[src/rtl/pipe_pkg.sv]
// Shared defaults, stage-update select encoding and channel pack/unpack helpers
// for the ID->EX pipeline stage and its load-use comparator.
package pipe_pkg;

    localparam int DATA_W_DEF     = 32;
    localparam int RADDR_W_DEF    = 5;
    localparam int NUM_SRC_DEF    = 2;
    localparam int WB_W_DEF       = 2;
    localparam int M_W_DEF        = 2;
    localparam int EX_W_DEF       = 4;
    localparam int MEM_RD_BIT_DEF = 0;
    localparam int CNT_W_DEF      = 16;
    localparam int SRC_MAX        = 3;

    // Control value loaded into every ctrl bundle bit when a bubble is inserted
    localparam logic BUBBLE_CTRL = 1'b0;

    typedef enum logic [1:0] {
        SEL_LOAD   = 2'd0,
        SEL_STALL  = 2'd1,
        SEL_FLUSH  = 2'd2,
        SEL_BUBBLE = 2'd3
    } stage_sel_e;

    function automatic logic [SRC_MAX*DATA_W_DEF-1:0] data_pack(
        input logic [DATA_W_DEF-1:0] d0,
        input logic [DATA_W_DEF-1:0] d1,
        input logic [DATA_W_DEF-1:0] d2
    );
        return {d2, d1, d0};
    endfunction

    function automatic logic [DATA_W_DEF-1:0] data_chan(
        input logic [SRC_MAX*DATA_W_DEF-1:0] bus,
        input int unsigned                   k
    );
        return bus[k*DATA_W_DEF +: DATA_W_DEF];
    endfunction

    function automatic logic [SRC_MAX*RADDR_W_DEF-1:0] addr_pack(
        input logic [RADDR_W_DEF-1:0] a0,
        input logic [RADDR_W_DEF-1:0] a1,
        input logic [RADDR_W_DEF-1:0] a2
    );
        return {a2, a1, a0};
    endfunction

    function automatic logic [RADDR_W_DEF-1:0] addr_chan(
        input logic [SRC_MAX*RADDR_W_DEF-1:0] bus,
        input int unsigned                    k
    );
        return bus[k*RADDR_W_DEF +: RADDR_W_DEF];
    endfunction

endpackage

[src/rtl/load_use_detect.sv]
// Load-use comparator: flags when the load sitting in EX writes a register that
// the instruction currently in ID reads on any of its source channels.
module load_use_detect
    import pipe_pkg::*;
#(
    parameter int NUM_SRC = NUM_SRC_DEF,
    parameter int RADDR_W = RADDR_W_DEF
) (
    input  logic                       stage_valid_i,
    input  logic                       stage_load_i,
    input  logic [RADDR_W-1:0]         stage_rd_i,
    input  logic                       id_valid_i,
    input  logic [NUM_SRC*RADDR_W-1:0] rs_addr_i,
    output logic                       hazard_o
);

    logic [NUM_SRC-1:0] match;

    generate
        for (genvar gi = 0; gi < NUM_SRC; gi++) begin : g_cmp
            assign match[gi] = (rs_addr_i[gi*RADDR_W +: RADDR_W] == stage_rd_i);
        end
    endgenerate

    // x0 is hardwired zero, so a load targeting it can never create a dependency
    assign hazard_o = stage_valid_i & stage_load_i & (stage_rd_i != '0)
                    & id_valid_i & (|match);

endmodule

[src/rtl/id_ex_pipe_stage.sv]
// ID->EX stage register with valid bit, stall hold, flush bubble and built-in
// load-use bubble insertion. Define PIPE_PERF_CNT_EN to add saturating event counters.
module id_ex_pipe_stage
    import pipe_pkg::*;
#(
    parameter int DATA_W     = DATA_W_DEF,
    parameter int RADDR_W    = RADDR_W_DEF,
    parameter int NUM_SRC    = NUM_SRC_DEF,
    parameter int WB_W       = WB_W_DEF,
    parameter int M_W        = M_W_DEF,
    parameter int EX_W       = EX_W_DEF,
    parameter int MEM_RD_BIT = MEM_RD_BIT_DEF,
    parameter int CNT_W      = CNT_W_DEF
) (
    input  logic                       clk_i,
    input  logic                       rst_i,
    input  logic                       valid_i,
    input  logic                       stall_i,
    input  logic                       flush_i,
    input  logic [NUM_SRC*DATA_W-1:0]  rs_data_i,
    input  logic [NUM_SRC*RADDR_W-1:0] rs_addr_i,
    input  logic [RADDR_W-1:0]         rd_i,
    input  logic [DATA_W-1:0]          imm_i,
    input  logic [WB_W-1:0]            wb_ctrl_i,
    input  logic [M_W-1:0]             m_ctrl_i,
    input  logic [EX_W-1:0]            ex_ctrl_i,
    output logic                       valid_o,
    output logic [NUM_SRC*DATA_W-1:0]  rs_data_o,
    output logic [NUM_SRC*RADDR_W-1:0] rs_addr_o,
    output logic [RADDR_W-1:0]         rd_o,
    output logic [DATA_W-1:0]          imm_o,
    output logic [WB_W-1:0]            wb_ctrl_o,
    output logic [M_W-1:0]             m_ctrl_o,
    output logic [EX_W-1:0]            ex_ctrl_o,
    output logic                       hazard_o
`ifdef PIPE_PERF_CNT_EN
    ,
    output logic [CNT_W-1:0]           stall_cnt_o,
    output logic [CNT_W-1:0]           flush_cnt_o,
    output logic [CNT_W-1:0]           bubble_cnt_o
`endif
);

    generate
        if (NUM_SRC < 1 || NUM_SRC > SRC_MAX || MEM_RD_BIT < 0 || MEM_RD_BIT >= M_W
            || CNT_W < 1) begin : g_bad_params
            $error("id_ex_pipe_stage: illegal parameter combination");
        end
    endgenerate

    logic                       valid_q,   valid_d;
    logic [NUM_SRC*DATA_W-1:0]  rs_data_q, rs_data_d;
    logic [NUM_SRC*RADDR_W-1:0] rs_addr_q, rs_addr_d;
    logic [RADDR_W-1:0]         rd_q,      rd_d;
    logic [DATA_W-1:0]          imm_q,     imm_d;
    logic [WB_W-1:0]            wb_ctrl_q, wb_ctrl_d;
    logic [M_W-1:0]             m_ctrl_q,  m_ctrl_d;
    logic [EX_W-1:0]            ex_ctrl_q, ex_ctrl_d;

    stage_sel_e sel;
    logic       hazard;

    load_use_detect #(
        .NUM_SRC (NUM_SRC),
        .RADDR_W (RADDR_W)
    ) u_load_use_detect (
        .stage_valid_i (valid_q),
        .stage_load_i  (m_ctrl_q[MEM_RD_BIT]),
        .stage_rd_i    (rd_q),
        .id_valid_i    (valid_i),
        .rs_addr_i     (rs_addr_i),
        .hazard_o      (hazard)
    );

    // Flush beats stall beats load-use bubble beats a normal load
    always_comb begin
        sel = SEL_LOAD;
        if (flush_i) begin
            sel = SEL_FLUSH;
        end else if (stall_i) begin
            sel = SEL_STALL;
        end else if (hazard) begin
            sel = SEL_BUBBLE;
        end
    end

    always_comb begin
        valid_d   = valid_q;
        rs_data_d = rs_data_q;
        rs_addr_d = rs_addr_q;
        rd_d      = rd_q;
        imm_d     = imm_q;
        wb_ctrl_d = wb_ctrl_q;
        m_ctrl_d  = m_ctrl_q;
        ex_ctrl_d = ex_ctrl_q;
        case (sel)
            SEL_FLUSH, SEL_BUBBLE: begin
                // Operand fields keep their old contents; only valid and control are squashed
                valid_d   = 1'b0;
                wb_ctrl_d = {WB_W{BUBBLE_CTRL}};
                m_ctrl_d  = {M_W{BUBBLE_CTRL}};
                ex_ctrl_d = {EX_W{BUBBLE_CTRL}};
            end
            SEL_STALL: begin
            end
            default: begin
                valid_d   = valid_i;
                rs_data_d = rs_data_i;
                rs_addr_d = rs_addr_i;
                rd_d      = rd_i;
                imm_d     = imm_i;
                wb_ctrl_d = valid_i ? wb_ctrl_i : {WB_W{BUBBLE_CTRL}};
                m_ctrl_d  = valid_i ? m_ctrl_i  : {M_W{BUBBLE_CTRL}};
                ex_ctrl_d = valid_i ? ex_ctrl_i : {EX_W{BUBBLE_CTRL}};
            end
        endcase
    end

    always_ff @(posedge clk_i or negedge rst_i) begin
        if (!rst_i) begin
            valid_q   <= 1'b0;
            rs_data_q <= '0;
            rs_addr_q <= '0;
            rd_q      <= '0;
            imm_q     <= '0;
            wb_ctrl_q <= '0;
            m_ctrl_q  <= '0;
            ex_ctrl_q <= '0;
        end else begin
            valid_q   <= valid_d;
            rs_data_q <= rs_data_d;
            rs_addr_q <= rs_addr_d;
            rd_q      <= rd_d;
            imm_q     <= imm_d;
            wb_ctrl_q <= wb_ctrl_d;
            m_ctrl_q  <= m_ctrl_d;
            ex_ctrl_q <= ex_ctrl_d;
        end
    end

    assign valid_o   = valid_q;
    assign rs_data_o = rs_data_q;
    assign rs_addr_o = rs_addr_q;
    assign rd_o      = rd_q;
    assign imm_o     = imm_q;
    assign wb_ctrl_o = wb_ctrl_q;
    assign m_ctrl_o  = m_ctrl_q;
    assign ex_ctrl_o = ex_ctrl_q;
    assign hazard_o  = hazard;

`ifdef PIPE_PERF_CNT_EN
    logic [CNT_W-1:0] stall_cnt_q,  stall_cnt_d;
    logic [CNT_W-1:0] flush_cnt_q,  flush_cnt_d;
    logic [CNT_W-1:0] bubble_cnt_q, bubble_cnt_d;

    // Each counter saturates at all-ones; the select guarantees one increment per edge at most
    always_comb begin
        stall_cnt_d  = stall_cnt_q;
        flush_cnt_d  = flush_cnt_q;
        bubble_cnt_d = bubble_cnt_q;
        if (sel == SEL_STALL && stall_cnt_q != '1) begin
            stall_cnt_d = stall_cnt_q + CNT_W'(1);
        end
        if (sel == SEL_FLUSH && flush_cnt_q != '1) begin
            flush_cnt_d = flush_cnt_q + CNT_W'(1);
        end
        if (sel == SEL_BUBBLE && bubble_cnt_q != '1) begin
            bubble_cnt_d = bubble_cnt_q + CNT_W'(1);
        end
    end

    always_ff @(posedge clk_i or negedge rst_i) begin
        if (!rst_i) begin
            stall_cnt_q  <= '0;
            flush_cnt_q  <= '0;
            bubble_cnt_q <= '0;
        end else begin
            stall_cnt_q  <= stall_cnt_d;
            flush_cnt_q  <= flush_cnt_d;
            bubble_cnt_q <= bubble_cnt_d;
        end
    end

    assign stall_cnt_o  = stall_cnt_q;
    assign flush_cnt_o  = flush_cnt_q;
    assign bubble_cnt_o = bubble_cnt_q;
`endif

endmodule

[config.mk]
export PLATFORM = sky130hd
export DESIGN_NAME = id_ex_pipe_stage
export DESIGN_NICKNAME = d
export VERILOG_FILES = /design/src/rtl/pipe_pkg.sv /design/src/rtl/load_use_detect.sv /design/src/rtl/id_ex_pipe_stage.sv
export SDC_FILE = /design/constraint.sdc
export NUM_CORES = 1
export LEC_CHECK = 0
export ABC_AREA = 1
export BUFFER_PORTS_ARGS = -buffer_cell sky130_fd_sc_hd__buf_2
export CORE_MARGIN = 2
export CORE_UTILIZATION = 46
export DETAILED_ROUTE_END_ITERATION = 6
export GPL_TIMING_DRIVEN = 0
export PLACE_DENSITY = 0.78
export REMOVE_ABC_BUFFERS = 1
export SETUP_SLACK_MARGIN = 0.3
export SYNTH_ARGS = -nofsm -noshare
export SYNTH_HDL_FRONTEND = slang
export SYNTH_SLANG_ARGS = --single-unit
[constraint.sdc]
create_clock -name clk_i -period 1.5 [get_ports clk_i]
set_input_delay 0.15 -clock clk_i [delete_from_list [all_inputs] [get_ports clk_i]]
set_output_delay 0.15 -clock clk_i [all_outputs]
set_load 0.005 [all_outputs]
==> results of run 1 <==
[timing repair]
action	in CTS	in global routing
pin swaps	8	17
resized for setup	29	208
hold buffers	121	0
cloned	14	5
buffers inserted	16	64
setup endpoints to repair	143	198
endpoints found under the hold margin	173	0
[layout make-up]
cell class	instances	area (µm²)
clock inverters	9	170
well taps	140	175
clock buffers	22	463
fillers	355	771
inverters	14	55.1
flip-flops and latches	120	3010
repair buffers	460	3560
multi-input cells	409	2500
[per-layer routing]
| metal | GRT usage | up-vias |
|---|---|---|
| met5 | 0 | - |
| met4 | 0.195 | 0 |
| met3 | 0.0886 | 265 |
| met2 | 0.572 | 648 |
| met1 | 0.367 | 3209 |
| li1 | - | 2751 |
[kinds of logic after synthesis]
kind of cell | count (synthesis)
xor gates and xnor gates | 2
buffers and inverters | 54
DFF | 120
and+or+nand+nor | 398
[path summary, 6_finish.rpt]
check / end / slack (ns) / depth (start not counted)
worst min-delay path: ex_ctrl_o[2] / 0.09 / 4
worst max-delay path: hazard_o / -0.58 / 9
min in group asynchronous: m_ctrl_o[1] / 0.16 / 2
max in group asynchronous: rs_data_o[62] / 0.63 / 3
worst min register to register: rs_addr_o[4] / 0.48 / 2
worst max register to register: rs_data_o[25] / -0.55 / 11
[flip-flops by register name, summed over array words and instances (netlist names)]
| register | flops |
|---|---|
| rs_data_o | 64 |
| imm_o | 32 |
| rs_addr_o | 10 |
| rd_o | 5 |
| ex_ctrl_o | 4 |
| m_ctrl_o | 2 |
| wb_ctrl_o | 2 |
| valid_o | 1 |
[critical path, delay by kind of cell, from the launching register on]
| family | cells | cell delay [ns] |
|---|---|---|
| and+or+nand+nor | 6 | 0.69 |
| DFF | 1 | 0.46 |
| buffers and inverters | 3 | 0.27 |
[synth_stat cells, drive strengths merged]
library cell / instances
nor2: 11
clkbuf: 13
xnor2: 2
buf: 27
nand4: 10
dfrtp: 120
nand2: 263
nand3: 114
inv: 13
clkinv: 1
[report_power, final]
part | internal, µW | switching (µW)
sequential | 3630 | 329
combinational | 1320 | 1300
clock | 2980 | 1520
total | 7930 | 3150
[per-stage QoR]
stage	setup slack [ns]	hold WS, ns	cell area [µm²]	setup TNS [ns]	power (µW)
6_report	-0.576	0.0906	9930	-50.30	11100
4_1_cts	-0.453	0.0385	8710	-36.56	9990
3_3_place_gp	-8.41	0.378	6140	-1107.94	5110
5_1_grt	-0.702	0.103	9930	-65.70	11400
2_1_floorplan	-4.95	-0.146	4740	-575.02	4390
3_5_place_dp	-1.18	0.136	6280	-116.67	5180
==> results.sh, run 1 <==
export IMPL_fin_cells=1174
export IMPL_hold_violations=0
export IMPL_wl_met3_um=2730
export IMPL_cp_start_kind="flop"
export IMPL_p_leak_uw=0.00540
export IMPL_ys_seq_elements=120
export IMPL_netlist_top_cells_area="dfrtp_1 (60%), nand2_1 (20%), nand3_1 (11%), buf_6 (2.3%), nand4_1 (1.3%)"
export IMPL_grt_overflow_total=0
export IMPL_slew_viol_final=0
export IMPL_reg2reg_from="rd_o[0]"
export IMPL_dp_hpwl_um=9030
export IMPL_wl_per_cell_um=23.1
export IMPL_crit_path_end_kind="primary output"
export IMPL_antenna_cells=0
export IMPL_core_area_um2=10700
export IMPL_syn_area_per_cell_um2=8.69
export IMPL_dpl_cell_count=923
export IMPL_die_x_um=108
export IMPL_drt_total_wl_um=27100
export IMPL_final_nets=1146
export IMPL_crit_top_cell="nor2_1"
export IMPL_peakVddDrop_uv=833
export IMPL_numCtsBuffers=17
export IMPL_grt_pass1_vias=6050
export IMPL_violations="setup timing"
export IMPL_synth_compound_area_frac=0
export IMPL_cpPeakStageDelay_ns=0.46
export IMPL_clkLatencyLatePin_ns=0.52
export IMPL_rsz0062_at_grt="yes"
export IMPL_worstSetupPathType="flop to primary output"
export IMPL_most_common_layout_cells="buf_2 (240), dlygate4sd3_1 (121), nand2_1 (117), dfrtp_1 (117), nand3_1 (110)"
export IMPL_antenna_found_initial=0
export IMPL_final_common_cell="buf_2"
export IMPL_wl_met2_um=13200
export IMPL_worstPathRequired_ns=1.35
export IMPL_drt_met1_wl_um=8490
export IMPL_cts_sinks=120
export IMPL_fin_util=0.928
export IMPL_period_share=1.38
export IMPL_die_area_um2=11700
export IMPL_yosysTopAreaCellShare=0.602
export IMPL_clk_path_buf_depth=2
export IMPL_grt_pass1_wl_um=29600
export IMPL_first_pass_iters=7
export IMPL_routabilityCongestion=0.753
export IMPL_ys_seq_area_frac=0.602
export IMPL_power_density_nw_per_um2=1120
export IMPL_grt_max_degree=68
export IMPL_ant_nets=0
export IMPL_drive_gt1_frac=0.523
export IMPL_crit_path_start="rd_o[0]"
export IMPL_drtIter0Drc=817
export IMPL_syn_inst=574
export IMPL_dieHeight_um=108
export IMPL_cts_tree="yes"
export IMPL_htree_levels=4
export IMPL_tightest_slew_ns=1.44
export IMPL_critical_path_slowest_cell="dfrtp_2"
export IMPL_fin_skew_ns=0.0102
export IMPL_syn_area_um2=4990
export IMPL_drv_cap=0
export IMPL_finalSetupViolCount=122
export IMPL_ys_types=15
export IMPL_status="complete, but fails checks"
export IMPL_drc_errors=0
export IMPL_synth_simple_area_share=0.334
export IMPL_synthXorXnorAreaFrac=0.00351
export IMPL_critPathMaxFanout=6
export IMPL_area_growth_pct=99.0
export IMPL_io_pins=245
export IMPL_muxShareOfSynthArea=0
export IMPL_hold_path_class="input pin to flop"
export IMPL_slew_headroom=0.0394
export IMPL_hold_start="flush_i"
export IMPL_grt_usage=0.331
export IMPL_start_util=0.466
export IMPL_viasPerCell=5.85
export IMPL_num_rows=38
export IMPL_synth_top_family_by_area="simple AND/OR/NAND/NOR gates"
export IMPL_worstPathArrival_ns=1.93
export IMPL_portBuffers=244
export IMPL_setup_ws_ns=-0.576
export IMPL_num_vias=6873
export IMPL_root_buffer="clkbuf_8"
export IMPL_yosysWarningCount=0
export IMPL_synthAdderAreaFrac=0
export IMPL_path_cells="nor2_1 -> nor2_1 -> nor2_1 -> nand3_1 -> nand2_4 -> nand2_8 -> buf_16 -> inv_2 -> buf_6"
export IMPL_fin_crit_ns=2.08
export IMPL_yosysTopAreaCell="dfrtp_1"
export IMPL_clkTransAtPathRegs_ns=0.06
export IMPL_routed_top_layer="met4"
export IMPL_fmax_mhz=482
No activity file was read; power rests on OpenSTA's default activity.
==> inputs of run 2 (changes only) <==
- BUFFER_PORTS_ARGS: -buffer_cell sky130_fd_sc_hd__buf_2 -> default
- CORE_UTILIZATION: 46 -> 55
- DONT_BUFFER_PORTS: default -> 1
- PLACE_DENSITY: 0.78 -> 0.68
==> run 2 against run 1 <==
  * The run ends with hold timing, setup timing left
  * Sequential power rose by 2%
  * Critical endpoint is now rs_data_o[21]
  * Die area is 16% lower
  * Worst setup slack better by 0.25 ns
==> results.sh, run 2 (synthesis gave the netlist of run 1 again) <==
export IMPL_reg2reg_depth=11
export IMPL_portBuffers=0
export IMPL_root_buffer="clkbuf_8"
export IMPL_power_frac_seq=0.454
export IMPL_fin_skew_ns=0.00829
export IMPL_critPathMaxFanout=7
export IMPL_fin_cells=831
export IMPL_clk_path_buf_depth=2
export IMPL_first_pass_iters=5
export IMPL_core_area_um2=8760
export IMPL_fin_crit_ns=1.83
export IMPL_hold_ws_ns=-0.662
export IMPL_hold_violations=120
export IMPL_tightest_slew_ns=1.05
export IMPL_violations="hold timing, setup timing"
export IMPL_p_int_uw=6420
export IMPL_combPwrFrac=0.123
export IMPL_grt_pass1_wl_um=25700
export IMPL_worstSetupPathType="flop to flop"
export IMPL_power_density_nw_per_um2=1190
export IMPL_area_growth_pct=50.3
export IMPL_most_common_layout_cells="nand2_1 (210), dlygate4sd3_1 (122), dfrtp_1 (115), nand3_1 (113), nand2_2 (40)"
export IMPL_htree_levels=4
export IMPL_cts_sinks=120
export IMPL_setup_ws_ns=-0.331
export IMPL_fmax_mhz=546
export IMPL_clkLatencyLatePin_ns=0.50
export IMPL_cp_buffers_inverters=4
export IMPL_period_share=1.22
export IMPL_slew_headroom=0.296
export IMPL_pwr_share_clk=0.423
export IMPL_critical_path_slowest_cell="dfrtp_2"
export IMPL_p_sw_frac=0.280
export IMPL_num_vias=4956
export IMPL_num_rows=34
export IMPL_finalSetupViolCount=121
export IMPL_cts_hold_buffers=122
export IMPL_slew_viol_final=0
export IMPL_routabilityCongestion=0.782
export IMPL_die_x_um=99.2
export IMPL_dpl_cell_count=646
export IMPL_drv_cap=0
export IMPL_grt_pass1_vias=4985
export IMPL_cpPeakStageDelay_ns=0.47
export IMPL_worstPathRequired_ns=1.88
export IMPL_dp_hpwl_um=7850
export IMPL_fillCellCount=441
export IMPL_drc_errors=0
export IMPL_crit_path_end_kind="flop"
export IMPL_final_nets=834
export IMPL_cp_start_kind="flop"
export IMPL_switchingPower_uw=2500
export IMPL_clkTransAtPathRegs_ns=0.06
export IMPL_antenna_found_initial=0
export IMPL_antenna_cells=0
export IMPL_p_leak_uw=0.00375
export IMPL_numCtsBuffers=17
export IMPL_crit_family="simple AND/OR/NAND/NOR gates"
export IMPL_dieHeight_um=99.2
export IMPL_rsz0062_at_grt="yes"
export IMPL_critical_path_depth=11
export IMPL_largest_reg_flops=64
export IMPL_final_common_cell="nand2_1"
export IMPL_cts_tree="yes"
export IMPL_hold_path_class="input pin to async pin"
export IMPL_drtIter0Drc=366
export IMPL_drt_total_wl_um=18200
export IMPL_grt_overflow_total=0
export IMPL_drive_gt1_frac=0.184
export IMPL_worstPathArrival_ns=2.21
export IMPL_io_pins=245
export IMPL_die_area_um2=9850
export IMPL_path_cells="nor2_4 -> nand4_1 -> nand4_1 -> clkinv_4 -> nand2_8 -> buf_16 -> nand2_8 -> buf_12 -> buf_16 -> nand2_4 -> nand2_2"
export IMPL_grt_max_degree=121
export IMPL_viasPerCell=5.96
export IMPL_status="complete, but fails checks"
export IMPL_start_util=0.569
export IMPL_peakVddDrop_uv=700
export IMPL_ant_nets=0
export IMPL_grt_usage=0.338
export IMPL_wl_per_cell_um=21.9
run 2: changes by cell type in the layout (fill, tap and decap cells not counted), sizes merged:
cell / before / now
buf: 337 / 22
clkbuf: 23 / 22
bufinv: 5 / 1
bufbuf: 1 / 0
dlygate4sd3: 121 / 122
clkinvlp: 0 / 8
nand2: 272 / 273
run 2: path summary, 6_finish.rpt:
kind                          start       endpoint  slack (ns)
min reg2reg                imm_o[4]       imm_o[4]        0.51
max in group asynchronous     rst_i       imm_o[7]        2.00
min in group clk_i          stall_i   rs_addr_o[2]        0.02
max                         rd_o[0]  rs_data_o[21]       -0.33
min                           rst_i  rs_data_o[16]       -0.66
max reg2reg                 rd_o[0]  rs_data_o[21]       -0.33
run 2: power by group through the flow:
stage                     logic [µW]  registers [µW]  clock network [µW]
after floorplan                  465            3920                   0
after global placement           540            4030                   0
after detailed placement         576            4030                   0
after CTS                        921            3990                3770
after global routing            1210            4080                3930
final                           1090            4050                3770
run 2: metrics by stage:
step	utilization	power (µW)	area, µm²	setup WS [ns]	setup TNS, ns
final	0.855	8920	7490	-0.331	-28.10
after global routing	0.855	9220	7490	-0.406	-39.21
after CTS	0.817	8690	7160	-0.273	-18.52
after detailed placement	0.569	4610	4990	-1.13	-112.93
after global placement	0.556	4570	4870	-8.09	-937.69
after floorplan	-	4390	4740	-4.95	-575.02
run 2: final cells by class:
type | instances | area (µm²) | area share
tap | 108 | 135 | 0.0180
inverter | 14 | 57.6 | 0.00768
multi-input combinational | 410 | 2070 | 0.277
clock buffer | 19 | 432 | 0.0576
timing repair buffer | 147 | 1660 | 0.222
clock inverter | 13 | 125 | 0.0167
sequential | 120 | 3010 | 0.402
run 2: what timing repair did:
item / 4_1_cts / 5_1_grt
endpoints found under the setup margin: 121 / 121
pin swaps: 8 / 10
gates resized for setup: 26 / 64
endpoints found under the hold margin: 240 / 120
buffers inserted: 11 / 2
cloned: 11 / 7
run 2: routing by layer:
layer	routed length [µm]	vias to the layer above	global-route usage
met5	0	-	0
met4	577	0	0.153
met3	1880	56	0.102
met2	9380	355	0.573
met1	6390	2416	0.397
li1	-	2129	-
